==> src/rtl/spi_config_pkg.sv <==
// rtl/spi_config_pkg.sv - shared types and helpers for the SPI configuration register
package spi_config_pkg;

  localparam int BYTE_WIDTH = 8;

  typedef enum logic {IDLE, SHIFTING} spi_cfg_state_t;

  function automatic logic [BYTE_WIDTH-1:0] xor_byte(
    input logic [BYTE_WIDTH-1:0] acc,
    input logic [BYTE_WIDTH-1:0] dataByte
  );
    return acc ^ dataByte;
  endfunction

endpackage

==> src/rtl/spi_config_register.sv <==
// rtl/spi_config_register.sv - assembles SPI bits into frames and commits them to a config word (option: SPI_CONFIG_CHECKSUM_EN)
module spi_config_register
  import spi_config_pkg::*;
#(
  parameter int                      NUM_BYTES   = 2,
  parameter logic [NUM_BYTES*8-1:0]  RESET_VALUE = '0
) (
  input  logic                    clk,
  input  logic                    reset,
  input  logic                    serialIn,
  input  logic                    serialEn,
  input  logic                    frameAbort,
  output logic [NUM_BYTES*8-1:0]  configOut,
  output logic                    configValid,
  output logic                    frameDone,
  output logic                    checksumError
);

  localparam int W = NUM_BYTES * BYTE_WIDTH;
`ifdef SPI_CONFIG_CHECKSUM_EN
  localparam int FW = W + BYTE_WIDTH;
`else
  localparam int FW = W;
`endif
  localparam int CW = $clog2(FW);
  localparam logic [CW-1:0] LAST_BIT = CW'(FW - 1);

  spi_cfg_state_t state;
  // Only FW-1 bits are stored: the newest bit arrives on serialIn and the
  // full FW-bit frame exists only combinationally on the committing strobe.
  logic [FW-2:0]  shiftReg;
  logic [CW-1:0]  bitCount;
  logic [FW-1:0]  nextShift;
  logic [CW-1:0]  curCount;

  assign nextShift = {shiftReg, serialIn};
  // A frame always starts counting from zero when leaving IDLE.
  assign curCount  = (state == IDLE) ? '0 : bitCount;

`ifdef SPI_CONFIG_CHECKSUM_EN
  logic [BYTE_WIDTH-1:0] checksumAcc;
  logic                  byteLands;

  // A data byte is complete when its 8th bit shifts in; the checksum byte is excluded.
  assign byteLands = (curCount[2:0] == 3'b111) && (curCount < CW'(W));
`else
  assign checksumError = 1'b0;
`endif

  // Frame FSM: shifting, counting, checksum accumulation and atomic commit.
  always_ff @(posedge clk or posedge reset) begin
    if (reset) begin
      configOut     <= RESET_VALUE;
      configValid   <= 1'b0;
      frameDone     <= 1'b0;
      shiftReg      <= '0;
      bitCount      <= '0;
      state         <= IDLE;
`ifdef SPI_CONFIG_CHECKSUM_EN
      checksumError <= 1'b0;
      checksumAcc   <= '0;
`endif
    end else begin
      frameDone     <= 1'b0;
`ifdef SPI_CONFIG_CHECKSUM_EN
      checksumError <= 1'b0;
`endif
      if (frameAbort) begin
        // Abort wins over a simultaneous strobe; configOut is left untouched.
        shiftReg    <= '0;
        bitCount    <= '0;
        state       <= IDLE;
`ifdef SPI_CONFIG_CHECKSUM_EN
        checksumAcc <= '0;
`endif
      end else if (serialEn) begin
        shiftReg <= nextShift[FW-2:0];
        if (curCount == LAST_BIT) begin
          bitCount <= '0;
          state    <= IDLE;
`ifdef SPI_CONFIG_CHECKSUM_EN
          checksumAcc <= '0;
          if (nextShift[BYTE_WIDTH-1:0] == checksumAcc) begin
            configOut   <= nextShift[FW-1:BYTE_WIDTH];
            configValid <= 1'b1;
            frameDone   <= 1'b1;
          end else begin
            checksumError <= 1'b1;
          end
`else
          configOut   <= nextShift;
          configValid <= 1'b1;
          frameDone   <= 1'b1;
`endif
        end else begin
          bitCount <= curCount + 1'b1;
          state    <= SHIFTING;
`ifdef SPI_CONFIG_CHECKSUM_EN
          if (byteLands) begin
            checksumAcc <= xor_byte(checksumAcc, nextShift[BYTE_WIDTH-1:0]);
          end
`endif
        end
      end
    end
  end

endmodule

==> config.mk <==
export PLATFORM = sky130hd
export DESIGN_NAME = spi_config_register
export DESIGN_NICKNAME = d
export VERILOG_FILES = /design/src/rtl/spi_config_pkg.sv /design/src/rtl/spi_config_register.sv
export SDC_FILE = /design/constraint.sdc
export NUM_CORES = 1
export LEC_CHECK = 0
export CAP_MARGIN = 20
export CORE_ASPECT_RATIO = 2
export CORE_MARGIN = 2
export CORE_UTILIZATION = 25
export CTS_CLUSTER_SIZE = 24
export DETAILED_ROUTE_END_ITERATION = 10
export PLACE_DENSITY = 0.43
export SLEW_MARGIN = 40
export SYNTH_ARGS = -nofsm -noshare
export SYNTH_HDL_FRONTEND = slang
export SYNTH_SLANG_ARGS = --single-unit
==> constraint.sdc <==
create_clock -name clk -period 2.4 [get_ports clk]
set_input_delay 0.48 -clock clk [delete_from_list [all_inputs] [get_ports clk]]
set_output_delay 0.48 -clock clk [all_outputs]
set_load 0.01 [all_outputs]
==> out/metrics.cfg, run 1 <==
[place]
dp.cells=221
place.gp.congestion=0.6077
portBuffers=22
place_hpwl_um=1984

[global_routing]
grt.overflow.total=0
grt_start_max_net_pins=39
grt_antenna_before_repair=0
grt_use_total_pct=9.515
grt_pass1_wl_um=5092
first_global_vias=1024

[worst_setup_path]
rr_startpoint=state
critPathLaunch=state
end_kind=flip-flop
worst-path-max-fanout=18
critPathKind=reg2reg
crit_path_start_kind=flip-flop
required_ps=2560
arrival_ps=2070

[route]
wl_per_cell_um=12.90
firstDrtPassIters=4
routed-via-count=932
drc_errors=0
drtAntennaViolNets=0
drt-total-wl_um=2953
vias_per_cell=4.070
drt_iter0_markers=34

[timing]
fin_crit_sh_pct=79.91
clock.fmax_mhz=521.4
rsz0062_at_grt=false
hold_viol=0
period_needed_ps=1918
fin_setup_tns_ps=0
skew_ps=4.351
drv_slew=0
setup_viol=0

[power_and_ir_drop]
ir_drop_mv=0.2840
p_leak_uw=0.001022
p_per_area_nw_per_um2=659.2

[clock_tree]
numCtsBuffers=5
cts_tree=done
cts_hold_buf=0
post_cts_buffers=0
clock_sinks=38
cts.repair.resized=0
clk_path_buf_depth=2
clkLatencyLatePin_ps=270
cts_root_buf=clkbuf_16
path_clk_slew_ps=50
cts_max_level=2

[worst_hold_path]
hp-class=reg2reg
hp-start=configValid

[synthesis]
synth_area_um2=1614
avgSynthCellArea_um2=13.91
synth_area_leaders=dfrtp_1 59%, mux2i_1 9.9%, mux2_4 7.4%
ys_seq_area_share_pct=58.91
syn_nets=122
yosys_warnings=0
synthCells=116
synth-seq-cells=38
synthDistinctLibCells=28
synth_top_area_share_pct=58.91
netlist.top_cell.by_area=dfrtp_1

[final_layout]
drive_above_1_share_pct=19.58
nets=148
stdcell_count=229
fillers=656
antennaDiodeCount=0
syn2layout_area_growth_pct=27.83

[floorplanning]
die-area_um2=7154
chipHeight_um=117.6
io_pins=24
row_count=41
start_util_pct=25.79
core-area_um2=6259
dieWidth_um=60.82

[outcome]
status=complete, no violations

[job]
maxCapViolations=0

==> synth_stat cells <==
| library cell | instances |
|---|---|
| a32o_1 | 1 |
| nor2_8 | 1 |
| xnor2_1 | 1 |
| mux2i_1 | 16 |
| nand2b_4 | 1 |
| a21oi_1 | 1 |
| conb_1 | 1 |
| nand3_1 | 1 |
| ha_1 | 1 |
| o21ai_0 | 2 |
| buf_2 | 2 |
| nand2_1 | 1 |
| a21o_1 | 1 |
| a22o_1 | 1 |
| mux2_1 | 1 |
| buf_12 | 1 |
| nor2b_1 | 3 |
| or2_1 | 1 |
| and2_1 | 1 |
| nand4_4 | 1 |
| clkbuf_1 | 1 |
| mux2_4 | 8 |
| nor2_1 | 17 |
| and2b_1 | 1 |
| inv_1 | 3 |
| buf_4 | 2 |
| mux2_2 | 7 |
| dfrtp_1 | 38 |
==> final timing paths <==
path,slack [ps],depth (start not counted),end
min,480,1,configValid
max in group asynchronous,1430,3,bitCount[2]
max reg2reg,480,6,configOut[0]
min reg2reg,480,1,configValid
min in group asynchronous,620,3,configOut[13]
max,480,6,configOut[0]
==> cells by family after synthesis <==
kind of cell	after synthesis	synth area share [%]
muxes	32	22.95
AOI/OAI and AO/OA	6	2.558
DFF	38	58.91
and+or+nand+nor	28	10.31
other	1	0.2323
adders and majority gates	1	0.7751
buffers and inverters	9	3.720
xor gates and xnor gates	1	0.5427
==> state kept, by name, summed over array words and instances, names as in the netlist <==
signal       flops
bitCount         4
shiftReg        15
frameDone        1
state            1
configValid      1
configOut       16
==> critical path, cell delays in order, from the launching register on <==
cell	delay (ps)
dfrtp_1	480
nand2_1	120
inv_1	80
ha_1	230
nand4_4	160
nor2_8	350
mux2_2	380
==> cells in the final DEF, fill, tap and decap left out, drive strengths merged <==
| cell | count |
|---|---|
| dfrtp | 38 |
| clkdlybuf4s50 | 22 |
| nor2 | 18 |
| mux2i | 16 |
| mux2 | 16 |
| clkbuf | 7 |
| nor2b | 3 |
| inv | 3 |
| buf | 3 |
| o21ai | 2 |
| nand2b | 1 |
| nand4 | 1 |
| nand2 | 1 |
| a22o | 1 |
| and2b | 1 |
| a21oi | 1 |
| and2 | 1 |
| nand3 | 1 |
| xnor2 | 1 |
| a32o | 1 |
| a21o | 1 |
| or2 | 1 |
| ha | 1 |
| conb | 1 |
| clkinv | 1 |
==> stage by stage <==
step / cell area [um2] / power [uW] / setup WS, ps / hold WS, ps / utilization [%]
floorplan: 1614 / 705.7 / 731.5 / 480.7 / -
global placement: 1916 / 726.7 / 450.5 / 454.1 / 30.61
detailed placement: 1916 / 727.9 / 437.5 / 475.9 / 30.61
CTS: 2063 / 1389 / 450.3 / 490.3 / 32.97
global route: 2063 / 1423 / 316.9 / 499.3 / 32.97
finish: 2063 / 1360 / 482.2 / 480.9 / 32.97
==> layer usage <==
layer	routed length (um)	global-route usage [%]	share of wire (%)
met1	1175	11.45	40
met2	1629	15.12	55
met3	92	2.637	3.1
met4	55	4.484	1.9
met5	0	0	0
==> power breakdown <==
part / switching [uW] / internal, uW / leakage, uW
registers: 6.47 / 648 / 0.000526
clock network: 234 / 411 / 0.0000739
logic: 35.6 / 24.8 / 0.000422
==> final cells by class <==
cell class | instances | area (um2) | area share, %
Sequential cell | 38 | 950.9 | 46.09
Multi-Input combinational cell | 69 | 603.1 | 29.23
Timing Repair Buffer | 25 | 242.7 | 11.76
Clock buffer | 7 | 142.6 | 6.913
Tap cell | 86 | 107.6 | 5.215
Inverter | 3 | 11.26 | 0.5458
Clock inverter | 1 | 5.005 | 0.2426
Note: power is estimated with default switching activity, not from simulation.
==> run 2, diff against run 1 <==
--- a/config.mk
+++ b/config.mk
@@ -11,7 +11,7 @@
 export CORE_UTILIZATION = 25
 export CTS_CLUSTER_SIZE = 24
 export DETAILED_ROUTE_END_ITERATION = 10
-export PLACE_DENSITY = 0.43
+export PLACE_DENSITY = 0.44
 export SLEW_MARGIN = 40
 export SYNTH_ARGS = -nofsm -noshare
 export SYNTH_HDL_FRONTEND = slang
==> constraint.sdc (replaced) <==
create_clock -name clk -period 1.76 [get_ports clk]
set_input_delay 0.352 -clock clk [delete_from_list [all_inputs] [get_ports clk]]
set_output_delay 0.352 -clock clk [all_outputs]
set_load 0.01 [all_outputs]
==> run 2 against run 1 <==
  * Combinational power is 51% higher
  * Core utilization is 1.1 points higher
  * Die area stayed put
  * Via count is 2.0% higher
  * Setup slack worse by 380 ps
  * Power is 39% higher
  * Sequential share of layout area is 1.4 points lower
  * Maximum frequency is 15% higher
  * Clock skew is 1.3 ps higher
  * Register-to-register slack worse by 380 ps
  * Wire length is 5.9% higher
  * Largest power group is now the clock network
==> out/metrics.cfg, run 2 (synthesized netlist as in run 1, its figures left out) <==
[power_and_ir_drop]
p_leak_uw=0.001042
ir_drop_mv=0.3931
p_per_area_nw_per_um2=890.3

[floorplanning]
die-area_um2=7154
io_pins=24
row_count=41
core-area_um2=6259
start_util_pct=25.79
dieWidth_um=60.82
chipHeight_um=117.6

[worst_setup_path]
cp_slowest_stage_delay_ps=410
cp_slowest_cell=dfrtp_2
critPathKind=reg2reg
worstPathCellList=nand2_1 > inv_1 > ha_2 > nand4_4 > nor2_8 > buf_12 > mux2_2
required_ps=1930
end_kind=flip-flop
worst-path-max-fanout=10
crit_path_start_kind=flip-flop
arrival_ps=1830

[final_layout]
final_cell_mix=37 x dfrtp_1, 22 x clkdlybuf4s50_1, 17 x nor2_1
stdcell_count=232
regMostFlops=configOut
syn2layout_area_growth_pct=32.02
drive_above_1_share_pct=23.29
largest_reg_flops=16
nets=151
final_common_cell=dfrtp_1
fillers=642
final_core_util_pct=34.05
top_regs=configOut: 16 flops, shiftReg: 15 flops, bitCount: 4 flops
antennaDiodeCount=0

[route]
drtAntennaViolNets=0
drt-total-wl_um=3126
wl_per_cell_um=13.47
firstDrtPassIters=4
drc_errors=0
vias_per_cell=4.099
routed-via-count=951
drt_iter0_markers=42

[global_routing]
first_global_vias=1075
grt_use_total_pct=10.36
grt.overflow.total=0
grt_pass1_wl_um=5451
grt_antenna_before_repair=0
grt_start_max_net_pins=39

[timing]
fin_crit_sh_pct=94.36
holdWs_ps=421.5
period_needed_ps=1661
setup_viol=0
hold_viol=0
clock.fmax_mhz=602.2
drv_slew=0
skew_ps=5.695
worst_slack_ps=99.29

[clock_tree]
numCtsBuffers=5
post_cts_buffers=0
path_clk_slew_ps=60
cts_root_buf=clkbuf_16
cts_max_level=2
clk_path_buf_depth=2
cts_tree=done
clock_sinks=38
cts.repair.resized=0
clkLatencyLatePin_ps=280
cts_hold_buf=0

[place]
portBuffers=22
place_ws_ps=11.61
place.gp.congestion=0.6983
dp.cells=224
place_hpwl_um=2078

[job]
maxCapViolations=0

[outcome]
status=complete, no violations

[worst_hold_path]
hp-class=in2async

[run 2: metal layers]
| layer | track usage, % | wire, um |
|---|---|---|
| met4 | 5.842 | 86 |
| met3 | 3.846 | 140 |
| met1 | 12.17 | 1335 |
| met5 | 0 | 0 |
| met2 | 15.66 | 1564 |
[run 2: cell type report]
cell class | instances | area [um2] | area share, %
Clock buffer | 6 | 138.9 | 6.518
Clock inverter | 2 | 12.51 | 0.5872
Sequential cell | 38 | 952.2 | 44.69
Tap cell | 86 | 107.6 | 5.050
Inverter | 3 | 11.26 | 0.5285
Multi-Input combinational cell | 69 | 605.6 | 28.42
Timing Repair Buffer | 28 | 302.8 | 14.21
[run 2: final timing paths]
kind	from	end	slack (ps)	cells after the start
setup / recovery	state	configOut[1]	100	7
hold / removal	reset	configValid	420	3
setup reg to reg	state	configOut[1]	100	7
hold reg to reg	configValid	configValid	470	1
max in group asynchronous	reset	state	1130	3
min in group clk	configValid	configValid	470	1
[run 2: report_power, final]
part	switching, uW	leakage [uW]	internal, uW
Sequential	7.73	0.000525	883
Combinational	52.3	0.000445	39.0
Clock	354	0.0000729	561
Total	414	0.00104	1480
[run 2: worst max-delay path: cells and delay by family (launching register included)]
| family | cells | cell delay (ps) |
|---|---|---|
| mux | 1 | 330 |
| fa+ha+maj | 1 | 210 |
| flops | 1 | 410 |
| buf+inv | 2 | 220 |
| simple gates | 3 | 370 |
[run 2: through the flow]
stage	cell area [um2]	setup TNS, ps	total power, uW
after CTS	2127	0	1929
after global routing	2131	-63.65	1977
final	2131	0	1897
after detailed placement	1976	0	1001
after floorplan	1614	0	962.3
after global placement	1976	0	996.6
==> run 3, diff against run 2 <==
--- a/config.mk
+++ b/config.mk
@@ -7,10 +7,10 @@
 export LEC_CHECK = 0
 export CAP_MARGIN = 20
 export CORE_ASPECT_RATIO = 2
-export CORE_MARGIN = 2
 export CORE_UTILIZATION = 25
 export CTS_CLUSTER_SIZE = 24
 export DETAILED_ROUTE_END_ITERATION = 10
+export GPL_ROUTABILITY_DRIVEN = 0
 export PLACE_DENSITY = 0.44
 export SLEW_MARGIN = 40
 export SYNTH_ARGS = -nofsm -noshare
==> run 3 against run 2 <==
  * Critical endpoint unchanged
  * Global-route usage rose by 0.20 points
  * Register-to-register slack worse by 20 ps
  * Maximum frequency fell by 1.1%
  * Largest cell class unchanged
  * Setup slack worse by 18 ps
  * Non-clock buffer count up 1
==> out/metrics.cfg, run 3 (synthesized netlist as in run 1, its figures left out) <==
[clock_tree]
path_clk_slew_ps=60
cts_tree=done
clkLatencyLatePin_ps=270
numCtsBuffers=5
cts_hold_buf=0
clock_sinks=38
cts_root_buf=clkbuf_16
cts_max_level=2
clk_path_buf_depth=2

[worst_setup_path]
end_kind=flip-flop
rr_endpoint=configOut[1]
rr_startpoint=state
crit_path_end=configOut[1]
worst-r2r-cell-count=6
arrival_ps=1840
crit_path_start_kind=flip-flop
r2r_slack_ps=80
critPathLaunch=state
required_ps=1920
critPathKind=reg2reg
worst-path-max-fanout=10

[power_and_ir_drop]
p_leak_uw=0.001054
p_per_area_nw_per_um2=923.0
ir_drop_mv=0.6431
finalPower_uw=1983

[final_layout]
fillers=638
drive_above_1_share_pct=21.77
final_cell_mix=38 x dfrtp_1, 22 x clkdlybuf4s50_1, 17 x nor2_1
top_regs=configOut: 16 flops, shiftReg: 15 flops, bitCount: 4 flops
stdcell_count=233
final_common_cell=dfrtp_1
antennaDiodeCount=0
regMostFlops=configOut
nets=152
largest_reg_flops=16
syn2layout_area_growth_pct=33.10

[place]
dp.cells=224
portBuffers=22
place_ws_ps=18.83
place_hpwl_um=2067

[floorplanning]
dieWidth_um=58.82
start_util_pct=25.79
row_count=41
core-area_um2=6259
io_pins=24
die-area_um2=6801
chipHeight_um=115.6

[route]
drt_iter0_markers=27
drt-total-wl_um=3133
drtAntennaViolNets=0
drc_errors=0
wl_per_cell_um=13.45
firstDrtPassIters=4
vias_per_cell=4.116
routed-via-count=959

[timing]
fin_setup_tns_ps=0
clock.fmax_mhz=595.6
worst_slack_ps=80.94
period_needed_ps=1679
setup_viol=0
fin_crit_sh_pct=95.40
skew_ps=3.162
drv_slew=0
rsz0062_at_grt=false
hold_viol=0

[global_routing]
grt_use_total_pct=10.56
grt.overflow.total=0
first_global_vias=1051
grt_start_max_net_pins=39
grt_antenna_before_repair=0
grt_pass1_wl_um=5230

[worst_hold_path]
hp-class=in2async

[outcome]
status=complete, no violations

[job]
maxCapViolations=0

==> run 3: layout make-up <==
| class | instances | area, um2 | area share, % |
|---|---|---|---|
| clock buffer | 7 | 132.6 | 6.174 |
| tap | 86 | 107.6 | 5.009 |
| multi-input combinational | 69 | 605.6 | 28.19 |
| clock inverter | 1 | 30.03 | 1.398 |
| inverter | 3 | 11.26 | 0.5242 |
| sequential | 38 | 950.9 | 44.26 |
| timing repair buffer | 29 | 310.3 | 14.44 |
==> run 3: report_power, final <==
group | switching [uW] | leakage, uW | internal, uW | total [uW]
sequential | 7.12 | 0.000526 | 883 | 890
combinational | 53.3 | 0.000450 | 41.0 | 94.2
clock | 329 | 0.0000781 | 670 | 999
==> run 3: what timing repair did <==
action | in CTS | in global routing
endpoints found under the setup margin | 0 | 8
resized for setup | 0 | 1
buffers inserted | 0 | 1
==> run 3: worst min-delay path by stage <==
| stage | startpoint | end | slack [ps] | cells past startpoint |
|---|---|---|---|---|
| detailed placement | configValid | configValid | 460 | 1 |
| global route | configValid | configValid | 480 | 1 |
| finish | reset | frameDone | 440 | 3 |
| global placement | configValid | configValid | 450 | 1 |
| floorplan | shiftReg[14] | configOut[15] | 480 | 1 |
| CTS | reset | configOut[14] | 450 | 3 |
==> run 3: per-layer routing <==
metal / part of all wire [%] / vias to the layer above / GRT usage [%]
li1: - / 449 / -
met1: 42 / 489 / 11.96
met2: 52 / 17 / 17.27
met3: 3.2 / 4 / 3.125
met4: 2.0 / 0 / 6.032
met5: 0 / - / 0
==> run 3: critical path, stage by stage (launching register included) <==
cell	delay, ps
dfrtp_1	410
and2_1	150
ha_2	210
nand4_4	150
nor2_8	150
buf_12	150
mux2_2	340
==> run 3: metrics by stage <==
step	util (%)	hold WS, ps	instance area [um2]
2_1_floorplan	-	480.7	1614
3_3_place_gp	31.57	449.3	1976
5_1_grt	34.33	483.4	2148
6_report	34.33	438.2	2148
4_1_cts	34.17	446.8	2138
3_5_place_dp	31.57	455.9	1976
==> RTL change 1, RTL diff (config.mk and constraints of run 3) <==
Change the parameter `NUM_BYTES` from 2 to 1.
--- a/src/rtl/spi_config_register.sv
+++ b/src/rtl/spi_config_register.sv
@@ -4,3 +4,3 @@
 #(
-  parameter int                      NUM_BYTES   = 2,
+  parameter int                      NUM_BYTES   = 1,
   parameter logic [NUM_BYTES*8-1:0]  RESET_VALUE = '0
Ports: changed (resized configOut); port bits go from 24 to 16. No check against the original RTL was run, so the function may have changed too.
==> RTL change 1 against run 3 <==
- cell area decreased by 49%
- sequential cell count decreased by 17
- fmax increased by 1.8%
- area after synthesis decreased by 46%
- critical path depth decreased by 1
- wire length decreased by 47%
- largest cell class unchanged
- total power decreased by 57%
- combinational power decreased by 43%
- worst setup slack improved by 0.030 ns
- highest routed layer unchanged
==> RTL change 1: results (changes against run 3) <==
status: complete, no violations
DR WL/cell: 14.5 microns (+7.5%)
setup ws final: 0.111 ns (+0.0300 ns)
Worst R2R End: configOut[7]$_DFFE_PP0P_
number of global-route vias before repair: 555 (-47%)
Syn Nets: 72 (-41%)
Lkg Pwr: 0.585 nW (-45%)
clk_skew: 0.00173 ns (-0.00143 ns)
Antenna diodes: 0 (unchanged)
global-route wire length before repair: 2.82 mm (-46%)
Final Routed Wirelength: 1.66 mm (-47%)
Placed Cells: 111 (-50%)
warnings from Yosys: 0 (unchanged)
layout net count: 91 (-40%)
drt pass-1 iters: 6 (+2)
CTS max path bufs: 2 (unchanged)
post_cts resized: 0 (unchanged)
Clock Latency Late Sink: 0.26 ns
Tot GR Track Use: 10.4% (-0.18 points)
async set or reset register ratio after synthesis: 100% (unchanged)
max reg flops: 8 (-8)
cts bufs inserted: 3 (-2)
initial antenna violation count: 0 (unchanged)
post-CTS setup buffer count: 0 (unchanged)
Reg2Reg Setup Slack: 0.11 ns (+0.03 ns)
dpl cell area: 1050 sq um (-47%)
clk slew on worst S/H paths: 0.08 ns (+0.02 ns)
top cells by area, synth: dfrtp_1 60%, mux2i_1 10%, mux2_2 10%
detailed placement HPWL: 1.19 mm (-42%)
Post-synth top cells: 21 x dfrtp_1, 11 x nor2_1, 9 x mux2i_1, 8 x mux2_2, 3 x and2_1
worst min-delay path category: in -> async
CTS HTree Levels: 1 (-1)
Crit Path Class: reg -> reg
post-DR vias/cell: 4.51 (+9.6%)
Crit. Startpoint: state$_DFFE_PP0P_
worst reg-to-reg path cell count: 5 (-1)
CTS root buffer: clkbuf_8
crit-path max FO: 10 (unchanged)
Synth Instances: 65 (-44%)
biggest regs: configOut: 8 flops, shiftReg: 7 flops, bitCount: 3 flops
Initial DRC Count: 14 (-48%)
share of cells above drive strength 1: 20.5% (-1.3 points)
port buffer count: 14 (-36%)
register area share after synthesis: 59.8% (+0.91 points)
Worst VDD drop: 493 uV (-23%)
Unique masters post-synth: 14 (-50%)
largest net degree at the start of global routing: 22 (-44%)
==> RTL change 1: cell count changes in the layout (fill, tap and decap cells not counted), moves of 5 or more <==
cell / before / now
mux2_4: 8 / 0
clkdlybuf4s50_1: 22 / 14
clkbuf_16: 5 / 0
mux2i_1: 16 / 9
nor2_1: 17 / 11
dfrtp_1: 38 / 21
==> RTL change 1: area by class of cell <==
| class | count | area (sq um) |
|---|---|---|
| fill | 356 | 2280 |
| multi-input combinational | 38 | 312 |
| inverter | 2 | 7.51 |
| tap | 32 | 40.0 |
| timing repair buffer | 18 | 170 |
| clock buffer | 3 | 41.3 |
| sequential | 21 | 526 |
| clock inverter | 1 | 5.00 |
==> RTL change 1: logic make-up (layout without fill, tap and decap cells) <==
kind of cell,after synthesis,after routing,synth area share (%)
flops,21,21,59.8
mux,17,17,20.5
simple gates,16,16,9.97
buf+inv,6,24,4.70
fa+ha+maj,2,2,2.85
compound gates,2,2,1.71
other cells,1,1,0.427
==> RTL change 1: critical path: stages, from the launching register on <==
cell and delay (ns):
dfrtp_1 0.41, and2_1 0.17, ha_1 0.19, ha_1 0.24, nand3b_4 0.17, mux2_2 0.36
==> RTL change 1: worst min path at each step <==
| stage | start | endpoint | slack (ns) | cells after the start |
|---|---|---|---|---|
| after global placement | configValid$_DFFE_PP0P_ | configValid$_DFFE_PP0P_ | 0.45 | 1 |
| after CTS | reset | configValid$_DFFE_PP0P_ | 0.43 | 3 |
| final | reset | configValid$_DFFE_PP0P_ | 0.43 | 3 |
| after detailed placement | configValid$_DFFE_PP0P_ | configValid$_DFFE_PP0P_ | 0.45 | 1 |
| after global routing | reset | configValid$_DFFE_PP0P_ | 0.46 | 3 |
| after floorplan | reset | bitCount[0]$_DFFE_PP0P_ | 0.33 | 1 |
==> RTL change 1: per-layer routing <==
layer | share of wire, % | global-route usage, % | vias to the layer above
met5 | 0 | 0 | -
met4 | 1.8 | 6.61 | 0
met3 | 2.2 | 1.26 | 2
met2 | 52 | 16.3 | 7
met1 | 43 | 13.1 | 261
li1 | - | - | 249
==> RTL change 1: where the power goes <==
group | internal, mW | switching, mW | leakage [nW]
Clock | 0.158 | 0.157 | 0.0255
Combinational | 0.0241 | 0.0296 | 0.270
Sequential | 0.489 | 0.00480 | 0.289
==> RTL change 2, RTL diff (flow settings as in run 3) <==
Without the edit above. Make the reset (`reset`) synchronous in one clocked block.
--- a/src/rtl/spi_config_register.sv
+++ b/src/rtl/spi_config_register.sv
@@ -50,3 +50,3 @@
   // Frame FSM: shifting, counting, checksum accumulation and atomic commit.
-  always_ff @(posedge clk or posedge reset) begin
+  always_ff @(posedge clk) begin
     if (reset) begin
Function: same outputs for any inputs over 10 cycles, from zero or initial values and one cycle with reset high; that may be too few to reach the edited logic, so the function may still have changed.
==> RTL change 2 against run 3 <==
- the run now ends with DRC left
- total power up 7.1%
- final cell count rose by 13%
- first-iteration DRC count decreased by 56%
- critical path depth decreased by 1
- non-clock buffer count is 2 lower
- area after synthesis is 2.6% lower
- via count grew 14%
- cell area decreased by 2.3%
- combinational power fell by 17%
- sequential cell count is the same
- wire length down 4.6%
- worst setup slack better by 0.076 ns
- highest routed layer unchanged
==> RTL change 2: results (changes against run 3) <==
crit-path max FO: 16 (+6)
M1 GR Usage: 9.70% (-2.3 points)
async set or reset register ratio after synthesis: 0% (-100 points)
failing checks: DRC
Lkg Pwr: 0.739 nW (-30%)
Post-synth top cells: 38 x dfxtp_1, 32 x mux2i_1, 32 x nand2b_1, 20 x nor2_1, 5 x clkbuf_1
met1 wire length: 1.17 mm (-12%)
Place WS: 0.117 ns (+0.0980 ns)
Placed Cells: 256 (+14%)
detailed placement HPWL: 2.15 mm (+4.0%)
setup ws final: 0.157 ns (+0.0762 ns)
Residual DRC: 1 (+1)
met3 Use GR: 2.49% (-0.64 points)
Pwr Total: 2.12 mW (+7.1%)
DR WL met3: 70 microns (-30%)
Power Internal: 1.76 mW (+10%)
detailed-route via count: 1,093 (+14%)
RR Startpoint: state$_SDFFE_PP0P_
Avg Cell Area, Syn: 10.1 sq um (-28%)
status: finished with violations
worst reg-to-reg path cell count: 5 (-1)
slowest CP cell: dfxtp_1
Syn Nets: 162 (+33%)
layout net count: 185 (+22%)
Reg2Reg Setup Slack: 0.16 ns (+0.08 ns)
final non-filler cell total: 264 (+13%)
Comb pwr share: 3.7% (-1.1 points)
register area share after synthesis: 48.4% (-11 points)
## RTL change 2: worst min path at each step
stage,depth (start not counted),slack (ns),from,to
after floorplan,2,0.45,shiftReg[14]$_SDFFE_PP0P_,configOut[15]$_SDFFE_PP0P_
after global placement,2,0.46,configOut[7]$_SDFFE_PP0P_,configOut[7]$_SDFFE_PP0P_
after detailed placement,2,0.47,configOut[4]$_SDFFE_PP0P_,configOut[4]$_SDFFE_PP0P_
after CTS,2,0.48,configOut[5]$_SDFFE_PP0P_,configOut[5]$_SDFFE_PP0P_
after global routing,2,0.49,configOut[5]$_SDFFE_PP0P_,configOut[5]$_SDFFE_PP0P_
final,2,0.47,configOut[5]$_SDFFE_PP0P_,configOut[5]$_SDFFE_PP0P_
## RTL change 2: logic make-up after synthesis
group                      count (synthesis)  share of synthesized area, %
DFF                                       38                          48.4
adders and majority gates                  1                         0.796
muxes                                     32                          20.4
buffers and inverters                     13                          5.10
AOI/OAI and AO/OA                          5                          2.07
and+or+nand+nor                           66                          23.0
other                                      1                         0.239
## RTL change 2: final cells by class
type / count / area share (%)
clock inverter: 2 / 2.86
timing repair buffer: 27 / 14.1
tap: 84 / 5.01
inverter: 2 / 0.358
clock buffer: 6 / 6.62
sequential: 38 / 36.3
multi-input combinational: 105 / 34.8
## RTL change 2: stage by stage
step	util [%]	instance area [sq um]
final	34.6	2100
after global routing	34.6	2100
after CTS	34.6	2100
after detailed placement	31.4	1900
after global placement	31.4	1900
after floorplan	-	1570
## RTL change 2: worst register-to-register path, cell delays in order, from the launching register on
cell,delay [ns]
dfxtp_1,0.43
and2_1,0.20
ha_1,0.24
and4b_1,0.28
buf_12,0.19
mux2i_1,0.20
